==> src/rtl/cpu_pkg.sv <==
// Shared core definitions: 2-bit branch counter encodings and the saturating
// next-state function used by the branch history table.
package cpu_pkg;

    localparam logic [1:0] SNT     = 2'b00;
    localparam logic [1:0] WNT     = 2'b01;
    localparam logic [1:0] WT      = 2'b10;
    localparam logic [1:0] ST      = 2'b11;
    localparam logic [1:0] CNT_RST = WNT;

    function automatic logic [1:0] sat2_next(input logic [1:0] cnt, input logic taken);
        logic [1:0] nxt;
        nxt = cnt;
        if (taken) begin
            if (cnt != ST) nxt = cnt + 2'd1;
        end else begin
            if (cnt != SNT) nxt = cnt - 2'd1;
        end
        return nxt;
    endfunction

endpackage

==> src/rtl/sat_counter2.sv <==
// One branch history table entry: 2-bit saturating counter, sync reset to weak-NT.
module sat_counter2
    import cpu_pkg::*;
(
    input  logic       clk,
    input  logic       reset,
    input  logic       we,
    input  logic       taken,
    output logic [1:0] cnt
);

    logic [1:0] r_cnt;

    always_ff @(posedge clk) begin
        if (reset)
            r_cnt <= CNT_RST;
        else if (we)
            r_cnt <= sat2_next(r_cnt, taken);
    end

    assign cnt = r_cnt;

endmodule

==> src/rtl/branch_predictor.sv <==
// Branch history table of 2-bit counters with misprediction flag and
// wrapping branch/mispredict statistics.
module branch_predictor
    import cpu_pkg::*;
#(
    parameter int INDEX_BITS = 4,
    parameter int CNT_BITS   = 16
) (
    input  logic                clk,
    input  logic                reset,
    input  logic [31:0]         fetch_pc,
    output logic                predict_taken,
    input  logic                upd_valid,
    input  logic [31:0]         upd_pc,
    input  logic                upd_taken,
    input  logic                upd_predicted,
    output logic                mispredict,
    output logic [CNT_BITS-1:0] branch_count,
    output logic [CNT_BITS-1:0] mispredict_count
);

    localparam int NENT = 1 << INDEX_BITS;

    logic [INDEX_BITS-1:0]  w_fidx;
    logic [INDEX_BITS-1:0]  w_uidx;
    logic [NENT-1:0][1:0]   w_cnt;
    logic                   w_miss;
    logic                   w_unused_pc;

    assign w_fidx = fetch_pc[INDEX_BITS+1:2];
    assign w_uidx = upd_pc[INDEX_BITS+1:2];
    assign w_miss = upd_valid && (upd_taken != upd_predicted);

    // Byte offset and tag bits are intentionally ignored (aliasing accepted).
    assign w_unused_pc = ^{fetch_pc[31:INDEX_BITS+2], fetch_pc[1:0],
                           upd_pc[31:INDEX_BITS+2], upd_pc[1:0]};

    for (genvar i = 0; i < NENT; i++) begin : g_ent
        sat_counter2 u_cnt (
            .clk   (clk),
            .reset (reset),
            .we    (upd_valid && (w_uidx == INDEX_BITS'(i))),
            .taken (upd_taken),
            .cnt   (w_cnt[i])
        );
    end

    // Reads pre-update table state: no write-to-read bypass.
    assign predict_taken = w_cnt[w_fidx][1];

    logic                r_mispredict;
    logic [CNT_BITS-1:0] r_branch_cnt;
    logic [CNT_BITS-1:0] r_mis_cnt;

    always_ff @(posedge clk) begin
        if (reset) begin
            r_mispredict <= 1'b0;
            r_branch_cnt <= '0;
            r_mis_cnt    <= '0;
        end else begin
            r_mispredict <= w_miss;
            if (upd_valid) r_branch_cnt <= r_branch_cnt + 1'b1;
            if (w_miss)    r_mis_cnt    <= r_mis_cnt + 1'b1;
        end
    end

    assign mispredict       = r_mispredict;
    assign branch_count     = r_branch_cnt;
    assign mispredict_count = r_mis_cnt;

endmodule

==> config.mk <==
export PLATFORM = sky130hd
export DESIGN_NAME = branch_predictor
export DESIGN_NICKNAME = d
export VERILOG_FILES = /design/src/rtl/cpu_pkg.sv /design/src/rtl/sat_counter2.sv /design/src/rtl/branch_predictor.sv
export SDC_FILE = /design/constraint.sdc
export NUM_CORES = 1
export LEC_CHECK = 0
export ABC_AREA = 1
export CORE_MARGIN = 10
export CORE_UTILIZATION = 35
export DETAILED_ROUTE_END_ITERATION = 6
export GPL_TIMING_DRIVEN = 0
export PLACE_DENSITY = 0.72
export SKIP_LAST_GASP = 1
export SYNTH_ARGS = -nofsm -noshare
export SYNTH_HDL_FRONTEND = slang
export SYNTH_HIERARCHICAL = 1
export SYNTH_SLANG_ARGS = --single-unit
==> constraint.sdc <==
create_clock -name clk -period 1.2 [get_ports clk]
set_input_delay 0.18 -clock clk [delete_from_list [all_inputs] [get_ports clk]]
set_output_delay 0.18 -clock clk [all_outputs]
set_load 0.01 [all_outputs]
* Yosys cells after proc, flatten, opt, wreduce, memory -nomap -nowiden
Cells that the tools add are included.
Storage, ports and cells: output and inout port bits 34, input port bits 69, bits in registers 65, logic and storage cells 218
Cells by class: equal/unequal tests 48, $lt $le $gt $ge 1, add/sub/neg operators 34, muxes and demuxes 50, reductions and logical operators 66
Operators by type and width (number):
- 2-bit 2-to-1 mux | 49
- 2-bit nonzero test | 32
- 3-bit AND reduction | 16
- 16-bit by 1-bit adder with 16-bit output, second input constant | 2
- 2-bit by 1-bit adder with 2-bit output, second input constant | 16
- 4-bit == test, second input constant | 8
- 2-bit by 1-bit inequality test with 1-bit output, second input constant | 16
- 2-bit inequality test, second input constant | 16
- 2-bit by 1-bit subtractor with 2-bit output, second input constant | 16
- 1-bit logical AND | 17
- 4-bit by 3-bit == test with 1-bit output, second input constant | 4
- 2-bit binary-select mux with 4-bit select | 1
- 4-bit by 2-bit == test with 1-bit output, second input constant | 2
- 4-bit by 5-bit less-than comparator with 1-bit output, second input constant | 1
- 4-bit by 1-bit == test with 1-bit output, second input constant | 1
- 4-bit logical NOT | 1
- 1-bit inequality test | 1

* Depth between registers and ports, before layout
Gate-level depths: netlist of run 1.
word-level depth 3, mapped depth 9

* Hierarchy
Netlist of run 1, hierarchy kept.
Modules (own cells, without submodules):
- branch_predictor | area each 2001.9 µm², times used 1, cells an instance 323
- sat_counter2 | area each 108.9 µm², times used 16, cells an instance 18

* Worst setup path after synthesis of run 1
No wires, ideal clock.
kind flip-flop to flip-flop, from register r_mis_cnt[1] (netlist: mispredict_count[1]), to register r_mis_cnt[8] (netlist: mispredict_count[8]), cell stages (with the launch flop) 8, data arrival time 1.172 ns, setup slack -0.087 ns, setup time 0.116 ns, clock period less this slack 1.287 ns, path buffers 0, data required time 1.084 ns, cell sequence dfxtp_1 > ha_1 > inv_1 > nor2_2 > nand2_1 > nor2_1 > and2_1 > nor2_1
Between the ends: word-level cells in the longest chain between the ends 1
RTL lines:
- start, declared | RTL line branch_predictor.sv:53 | logic [CNT_BITS-1:0] r_mis_cnt;
- start signal, assigned | RTL line branch_predictor.sv:63 | if (w_miss) r_mis_cnt <= r_mis_cnt + 1'b1;
- 16-bit by 1-bit adder with 16-bit output | RTL line branch_predictor.sv:63
Every way passes these cells. A chain may end at the register's enable or synchronous reset.

* Final worst setup path of run 1
from register g_ent[8].u_cnt.r_cnt[1], to output predict_taken
Between the ends: word-level cells in the longest chain between the ends 2
RTL lines:
- start, declared | RTL line sat_counter2.sv:12 | logic [1:0] r_cnt;
- start signal, assigned | RTL line sat_counter2.sv:18 | r_cnt <= sat2_next(r_cnt, taken);
- 2-bit binary-select mux with 4-bit select | RTL line branch_predictor.sv:49 | assign predict_taken = w_cnt[w_fidx][1];
- 2-bit 2-to-1 mux (not written as such) | RTL line branch_predictor.sv:49
- end, declared | RTL line branch_predictor.sv:12 | output logic predict_taken,
Every way passes these cells. The select of a mux whose other input is x is not followed.

==> flow_summary.toml, run 1 <==
[status]
status = "complete, but fails checks"
violations = "setup timing"

[route]
finalWirelength_um = 9340
ant_nets = 0
drtPass1Iterations = 5
wl_per_cell_um = 11.4
num_vias = 3706
drcViolationCount = 0
drt-initial-drc-count = 238
avgViaCountPerCell = 4.51

[clock_network]
postCtsHoldBufs = 0
h-tree-depth = 3
cts_tree = "built"
clock-root-buffer = "clkbuf_8"
cts_buffers = 9
path_clk_slew_ns = 0.07
cts_buffer_depth = 2
cts_sinks = 65
clk_latency_ns = 0.35

[global_routing]
grt_pass1_vias = 3198
globalRouteOverflowTotal = 0
grt_antenna_before_repair = 1
grt_pass1_wl_um = 15100
grt_max_degree = 37
grtUsageTotal_pct = 12.1

[placement]
postPlaceCellArea_mm2 = 0.00437
dp_hpwl_um = 6290
io_buffers = 45
place.gp.congestion = 0.773

[die]
dieArea_mm2 = 0.0152
coreArea_mm2 = 0.0104
die_h_um = 123
ioPinCount = 103
row_count = 37
initial_core_util_pct = 36.1
die_x_um = 123

[synth]
seq_area_frac_synth_pct = 34.8
synth_cell_type_count = 28
syn_area_mm2 = 0.00374
syn_inst = 611
async_flop_share_pct = 0
yosysWarningCount = 6
ys.flop_type = "dfxtp_1"
synth_edf_count = 0
synth_nets = 682
ys_ff_latch = 65
syn_area_per_cell_um2 = 6.13

[timing]
hold_violations = 0
slew_viol_final = 0
fin_crit_ns = 1.43
setup_slack_ns = -0.233
finClkSkew_ns = 0.00882
max_slew_margin_pct = 66.2
worst_pin_slew_ns = 0.508
min_period_over_period_pct = 119
whs_ns = 0.330
max_clock_freq_mhz = 698
setup_viol = 7
rsz0062_at_grt = "true"

[power]
switching_power_uw = 1240
fin_total_pwr_uw = 4590
swShare_pct = 26.9
power_frac_comb_pct = 10.6
p_per_area_mw_per_mm2 = 922
power_frac_seq_pct = 48.3
intPower_uw = 3360
p_leak_uw = 0.00226
ir_worst_vdd_v = 0.000468
clock_power_share_pct = 41.1

[setup_path]
slowest_stage = "dfxtp_2"
crit_chain = "o211ai_1, nand3_1, nand3_1, nand2_1, buf_2"
arrival_ns = 1.25
endpoint_kind = "output port"
start_kind = "register"
path_class = "register to output port"
worstPathMaxFanout = 2
required_ns = 1.02
worst_path_most_repeated_cell = "nand3_1"
cp.buffers_inverters = 1
cp_top_family = "flip-flops"
cpPeakStageDelay_ns = 0.33

[worst_hold_path]
hold_path.class = "primary input to register"

[job]
drv_cap = 0

[layout]
final_nets = 751
syn2layout_area_growth_pct = 33.2
nFillCells = 1063
fin_area_mm2 = 0.00498
final_util_pct = 48.1
post_route_cells_drive_above_1_share_pct = 23.9
[worst reg2reg max path: stages, from the launching register on]
cell	delay, ns
dfxtp_2	0.33
buf_6	0.12
ha_4	0.15
inv_4	0.04
nor2_4	0.15
nand2_2	0.08
nor2_4	0.14
and2_1	0.14
nor2_1	0.03
[cell families (layout without fill, tap and decap cells)]
| group | after synthesis | count (layout) | share of synthesized area [%] |
|---|---|---|---|
| compound gates | 78 | 78 | 10.7 |
| xor+xnor | 3 | 3 | 0.702 |
| fa+ha+maj | 2 | 2 | 0.668 |
| buf+inv | 136 | 210 | 13.9 |
| flops | 65 | 65 | 34.8 |
| other cells | 0 | 1 | 0 |
| simple gates | 327 | 327 | 39.2 |
[synthesized netlist by cell type (2+ instances only)]
cell type,instances,area [um^2]
a21oi_1,31,155
and2_1,2,12.5
and3_1,2,12.5
buf_2,3,15.0
dfxtp_1,65,1300
ha_1,2,25.0
inv_1,130,488
nand2_1,138,518
nand2_2,17,106
nand3_1,53,265
nand3_2,2,20.0
nand3_4,2,35.0
nand4_1,4,25.0
nor2_1,83,312
nor2_2,5,31.3
nor2_4,5,56.3
nor3_1,13,65.1
o21ai_0,42,210
xor2_1,3,26.3
[power by group through the flow]
stage	Sequential [uW]	Clock, uW	Combinational, uW
2_1_floorplan	2270	0	251
3_3_place_gp	2280	0	424
3_5_place_dp	2280	0	428
4_1_cts	2230	1940	462
5_1_grt	2220	2030	554
6_report	2220	1890	487
[stage by stage]
stage / TNS [ns] / std cells / setup slack, ns
floorplan: 0 / 611 / 0.000473
global placement: -66.62 / 792 / -1.33
detailed placement: -67.12 / 792 / -1.34
CTS: -0.468 / 813 / -0.251
global route: -1.60 / 822 / -0.372
finish: -0.654 / 822 / -0.233
[flip-flops by register name (all words and copies together) (netlist names)]
name,cells
branch_count,16
mispredict_count,16
mispredict,1
g_ent.u_cnt/cnt,32
[path summary, 6_finish.rpt]
| path | from | endpoint | slack [ns] | depth (start not counted) |
|---|---|---|---|---|
| max reg2reg | mispredict_count[1] | mispredict_count[8] | -0.10 | 8 |
| min | reset | g_ent[10].u_cnt/cnt[1] | 0.33 | 2 |
| min reg2reg | branch_count[8] | branch_count[8] | 0.48 | 2 |
| max | g_ent[8].u_cnt/cnt[1] | predict_taken | -0.23 | 5 |
[metal layers]
metal  vias up  wire (um)  track usage [%]
met3         8        407             2.64
met4         0        116             4.37
met1      1619       4190             15.0
li1       2019          -                -
met2        60       4630             20.2
met5         -          0                0
[layout by cell type, fill, tap and decap left out, types with 3 or more instances in the layout]
master,count
inv_1,126
buf_6,3
dlygate4sd2_1,7
o21ai_1,7
inv_2,3
clkbuf_2,6
nor3_1,4
dlymetal6s2s_1,3
nor3_4,8
nand4_1,4
clkdlybuf4s15_2,5
a21oi_1,31
clkdlybuf4s15_1,19
dfxtp_4,8
nand2_2,26
nand2_1,124
nor2_2,14
buf_2,3
dfxtp_1,28
nor2_4,11
buf_4,13
clkbuf_8,10
nand3_1,48
o21ai_0,36
nor2_1,68
nand3_4,3
dfxtp_2,29
xor2_1,3
nand3_2,6
nand2_4,5
[timing repair]
item                       4_1_cts  5_1_grt
gates cloned                     0        0
buffers inserted                 5        8
resized for setup              148       70
pin swaps                       10       18
setup endpoints to repair       99       79
[cell type report]
| class | instances | area [um^2] | area share [%] |
|---|---|---|---|
| Antenna cell | 1 | 2.50 | 0.0502 |
| Buffer | 6 | 36.3 | 0.728 |
| Clock buffer | 11 | 141 | 2.84 |
| Clock inverter | 5 | 55.1 | 1.10 |
| Inverter | 130 | 490 | 9.84 |
| Multi-Input combinational cell | 410 | 2200 | 44.2 |
| Sequential cell | 65 | 1370 | 27.4 |
| Tap cell | 136 | 170 | 3.41 |
| Timing Repair Buffer | 58 | 520 | 10.4 |
(Power assumes the default switching activity.)
==> run 2: changes to the inputs <==
Settings changed: REMOVE_ABC_BUFFERS set to 1.
==> flow_summary.toml, run 2 (synthesized netlist as in run 1, its figures left out) <==
[timing]
setup_slack_ns = -0.212
min_period_over_period_pct = 118
whs_ns = 0.206
worst_pin_slew_ns = 0.563
fin_crit_ns = 1.41
max_clock_freq_mhz = 708
finClkSkew_ns = 0.00588
setup_viol = 3
rsz0062_at_grt = "true"
max_slew_margin_pct = 62.5
hold_violations = 0
slew_viol_final = 0

[setup_path]
cp.buffers_inverters = 1
slowest_stage = "dfxtp_2"
cpPeakStageDelay_ns = 0.32
endpoint_kind = "output port"
ff2ff_path_depth = 7
required_ns = 1.02
start_kind = "register"
r2r_end = "mispredict_count[8]"
crit_chain = "nor2_1, nor2_1, o21ai_0, nand3_1, nand3_1, nand2_1, buf_2"
cp_top_family = "simple AND/OR/NAND/NOR gates"
arrival_ns = 1.23
path_class = "register to output port"
worstPathMaxFanout = 2
ff2ff_setup_slack_ns = -0.01
r2r_start = "mispredict_count[1]"

[die]
die_h_um = 123
coreArea_mm2 = 0.0104
ioPinCount = 103
die_x_um = 123
row_count = 37
dieArea_mm2 = 0.0152
initial_core_util_pct = 36.1

[status]
violations = "setup timing"
status = "complete, but fails checks"

[clock_network]
h-tree-depth = 3
cts_buffer_depth = 2
cts_buffers = 9
clock-root-buffer = "clkbuf_8"
postCtsHoldBufs = 0
path_clk_slew_ns = 0.07
clk_latency_ns = 0.35
cts_sinks = 65
cts_tree = "built"

[power]
p_leak_uw = 0.00227
intPower_uw = 3120
ir_worst_vdd_v = 0.000618
power_frac_seq_pct = 51.6
power_frac_comb_pct = 11.5
clock_power_share_pct = 36.9
swShare_pct = 27.1
switching_power_uw = 1160
p_per_area_mw_per_mm2 = 868

[placement]
io_buffers = 46
place.gp.congestion = 0.812
dp_hpwl_um = 6150
place_ws_ns = -1.33

[global_routing]
grtUsageTotal_pct = 12.8
grt_antenna_before_repair = 0
grt_pass1_vias = 3559
grt_max_degree = 46
grt_pass1_wl_um = 16000
globalRouteOverflowTotal = 0

[route]
finalWirelength_um = 9630
wl_met3_um = 851
wl_met2_um = 4390
ant_nets = 0
num_vias = 3794
drt-initial-drc-count = 227
drtPass1Iterations = 5
top_layer_used = "met4"
avgViaCountPerCell = 4.63
drcViolationCount = 0
wl_met1_um = 4270
wl_per_cell_um = 11.7

[layout]
mostFrequentLayoutCells = "nand2_1, inv_1, nor2_1"
final_util_pct = 47.6
syn2layout_area_growth_pct = 32.0
largest_reg_flops = 32
post_route_cells_drive_above_1_share_pct = 29.1
nFillCells = 1072
final_nets = 753
diodes = 0

[worst_hold_path]
min_to = "branch_count[0]"
holdPathStages = 2
hold_path.class = "primary input to register"
hold_start = "upd_valid"

[job]
drv_cap = 0
[run 2: changes by cell type in the layout (fill, tap and decap cells not counted), moves of 3 or more]
cell             change
clkdlybuf4s15_1     -18
inv_1                -4
buf_2                +4
nor2_2               +3
nor2_1               -5
buf_4                +4
nor3_2               +3
nor3_4               -3
clkbuf_2             +7
clkdlybuf4s15_2      +7
dlygate4sd2_1        -4
nand3_2              +3
[run 2: metrics by stage]
step                      total power (uW)  setup TNS, ns  cells  area (um^2)
after floorplan                       2500         -0.299    605         3710
after global placement                2690         -90.18    787         4340
after detailed placement              2690         -64.58    787         4340
after CTS                             4320         -0.460    812         4740
after global routing                  4500          -1.15    820         4940
final                                 4290         -0.234    820         4940
[run 2: timing repair]
item,4_1_cts,5_1_grt
resized for setup,167,101
setup endpoints to repair,99,81
pin swaps,13,39
gates cloned,1,1
setup buffers,11,8
[run 2: worst max-delay path by stage]
stage / start / end / depth (start not counted)
2_1_floorplan: mispredict_count[1] / mispredict_count[8] / 7
3_3_place_gp: reset / mispredict_count[2] / 3
3_5_place_dp: upd_taken / mispredict_count[13] / 9
4_1_cts: g_ent[10].u_cnt/cnt[1] / predict_taken / 7
5_1_grt: g_ent[14].u_cnt/cnt[1] / predict_taken / 7
6_report: g_ent[10].u_cnt/cnt[1] / predict_taken / 7
[run 2: metal layers]
metal,up-vias,track usage (%)
met2,75,20.4
met1,1693,14.9
li1,2013,-
met3,13,6.70
met4,0,2.98
met5,-,0
[run 2: power by group through the flow]
stage	Clock, uW	Combinational, uW	Sequential (uW)
after floorplan	0	230	2270
after global placement	0	417	2270
after detailed placement	0	416	2270
after CTS	1640	455	2230
after global routing	1730	551	2220
final	1580	492	2210
[run 2: cell type report]
type                    instances  area (um^2)  share of cell area, %
repair buffers                 64          523                   10.6
inverters                     130          498                   10.1
repair inverters                2         15.0                  0.304
flip-flops and latches         65         1370                   27.8
well taps                     136          170                   3.44
clock buffers                  12          145                   2.94
clock inverters                 1         5.00                  0.101
multi-input cells             410         2210                   44.8
[run 2: worst register-to-register path, delay by kind of cell (launching register included)]
family / cells / cell delay (ns)
AND/OR/NAND/NOR: 5 / 0.53
adder cells (fa/ha/maj): 1 / 0.17
flip-flops: 1 / 0.36
buffers and inverters: 1 / 0.04
==> run 3: changes to the inputs <==
Settings changed: PLACE_DENSITY 0.72 to 0.73, SYNTH_HIERARCHICAL 1 to unset.
==> flow_summary.toml, run 3 <==
[synth]
seq_area_frac_synth_pct = 39.0
synth.area.top_cells = "dfxtp_1, nand2_1, nor2_1"
synth_cell_type_count = 30
yosysWarningCount = 0
synth_most_common_cell = "nand2_1"
syn_inst = 505
ys_ff_latch = 65
yosysTopAreaCell = "dfxtp_1"
synth_edf_count = 0
synth_top_area_share_pct = 39.0
syn_area_mm2 = 0.00334
synth_common_cells = "nand2_1, nor2_1, dfxtp_1"
async_flop_share_pct = 0
syn_area_per_cell_um2 = 6.61
ys.flop_type = "dfxtp_1"

[placement]
io_buffers = 46
dp_hpwl_um = 6190
place.gp.congestion = 0.881
dp.cells = 667
postPlaceCellArea_mm2 = 0.00389

[timing]
slew_viol_final = 0
setup_slack_ns = -0.230
finClkSkew_ns = 0.00860
min_period_over_period_pct = 119
hold_violations = 0
max_clock_freq_mhz = 699
tns_ns = -0.511
whs_ns = 0.262
max_slew_margin_pct = 68.1
rsz0062_at_grt = "true"
setup_viol = 8
worst_pin_slew_ns = 0.479
fin_crit_ns = 1.43

[die]
die_h_um = 118
die_x_um = 118
initial_core_util_pct = 36.0
coreArea_mm2 = 0.00928
ioPinCount = 103
dieArea_mm2 = 0.0138
row_count = 35

[layout]
mostFrequentLayoutCells = "nand2_1, nor2_1, nand3_1"
finalNonFillerCells = 713
final_util_pct = 49.7
largest_reg_flops = 32
final_nets = 649
syn2layout_area_growth_pct = 38.2
post_route_cells_drive_above_1_share_pct = 31.2
final_common_cell = "nand2_1"
fin_area_mm2 = 0.00461

[status]
violations = "setup timing"
status = "complete, but fails checks"

[route]
avgViaCountPerCell = 5.01
wl_per_cell_um = 13.8
num_vias = 3575
drt-initial-drc-count = 265
drcViolationCount = 0
ant_nets = 0
finalWirelength_um = 9860
drtPass1Iterations = 5

[global_routing]
grt_antenna_before_repair = 1
globalRouteOverflowTotal = 0
grtUsageTotal_pct = 13.7
grt_pass1_wl_um = 16100
grt_pass1_vias = 3519
grt_max_degree = 30

[clock_network]
h-tree-depth = 3
clk_latency_ns = 0.34
path_clk_slew_ns = 0.07
postCtsHoldBufs = 0
cts_tree = "built"
cts_buffer_depth = 2
cts_buffers = 9
clock-root-buffer = "clkbuf_8"
cts_sinks = 65

[setup_path]
ff2ff_setup_slack_ns = -0.10
required_ns = 1.02
worstPathMaxFanout = 2
r2r_end = "mispredict_count[14]"
endpoint_kind = "output port"
r2r_start = "mispredict_count[1]"
start_kind = "register"
arrival_ns = 1.25
path_class = "register to output port"
ff2ff_path_depth = 8

[job]
drv_cap = 0

[worst_hold_path]
hold_path.class = "primary input to register"
hold_start = "reset"
holdPathStages = 2
min_to = "branch_count[6]"

[power]
p_per_area_mw_per_mm2 = 991
power_frac_comb_pct = 10.4
switching_power_uw = 1220
intPower_uw = 3360
ir_worst_vdd_v = 0.000562
p_leak_uw = 0.00188
power_frac_seq_pct = 48.5
clock_power_share_pct = 41.1
swShare_pct = 26.6
[run 3: cell count changes in the layout (fill, tap and decap cells not counted), sizes merged, moves of 4 or more]
cell,delta
nand2,-34
buf,+7
a31oi,+8
inv,-81
o211ai,+5
nor3,-7
or2,+6
clkbuf,-7
o21ai,-7
dlygate4sd2,+4
[run 3: routing by layer]
layer / GRT usage (%) / share of wire (%)
met5: 0 / 0
met3: 5.71 / 8.7
met1: 14.8 / 41
met2: 24.1 / 50
met4: 3.25 / 0.82
[run 3: repair_timing]
item,CTS,global route
cloned,3,0
setup endpoints to repair,99,83
gates resized for setup,156,91
setup buffers,13,13
pin swaps,11,31
[run 3: logic make-up after synthesis]
| logic type | Yosys count | share of synthesized area (%) |
|---|---|---|
| buffers and inverters | 62 | 7.46 |
| AOI/OAI and AO/OA | 82 | 13.3 |
| xor gates and xnor gates | 3 | 0.787 |
| DFF | 65 | 39.0 |
| adders and majority gates | 2 | 0.750 |
| and+or+nand+nor | 291 | 38.8 |
[run 3: critical path, cell delays in order (launching register included)]
cell and delay (ns):
dfxtp_2 0.33, nor2_1 0.09, nor2_1 0.05, o21ai_1 0.09
nand3_1 0.09, nand3_1 0.09, nand2_1 0.05, buf_2 0.13
[run 3: area by class of cell]
class | instances | area, um^2
timing repair inverter | 2 | 15.0
antenna | 1 | 2.50
tap | 129 | 161
timing repair buffer | 72 | 588
sequential | 65 | 1370
inverter | 49 | 196
fill | 933 | 4670
multi-input combinational | 379 | 2090
clock buffer | 10 | 138
clock inverter | 6 | 57.6
[run 3: power by group through the flow]
stage          registers, uW  clock network [uW]  logic, uW
2_1_floorplan           2280                   0        201
3_5_place_dp            2280                   0        393
5_1_grt                 2220                2010        530
4_1_cts                 2230                1910        435
3_3_place_gp            2270                   0        382
6_report                2220                1880        475
[run 3: metrics by stage]
stage / setup WS, ns / total power [uW]
after floorplan: -0.162 / 2480
after global placement: -1.81 / 2650
after detailed placement: -1.86 / 2670
after CTS: -0.230 / 4570
after global routing: -0.319 / 4760
final: -0.230 / 4570
[run 3: how the worst max path moves through the flow]
stage | start | endpoint | slack, ns | cells past startpoint
final | g_ent[10].u_cnt.cnt[1] | predict_taken | -0.23 | 7
after global routing | g_ent[6].u_cnt.cnt[1] | predict_taken | -0.32 | 7
after CTS | g_ent[9].u_cnt.cnt[1] | predict_taken | -0.23 | 7
after detailed placement | reset | mispredict_count[3] | -1.86 | 4
after global placement | reset | mispredict_count[0] | -1.81 | 4
after floorplan | mispredict_count[1] | mispredict_count[8] | -0.16 | 8
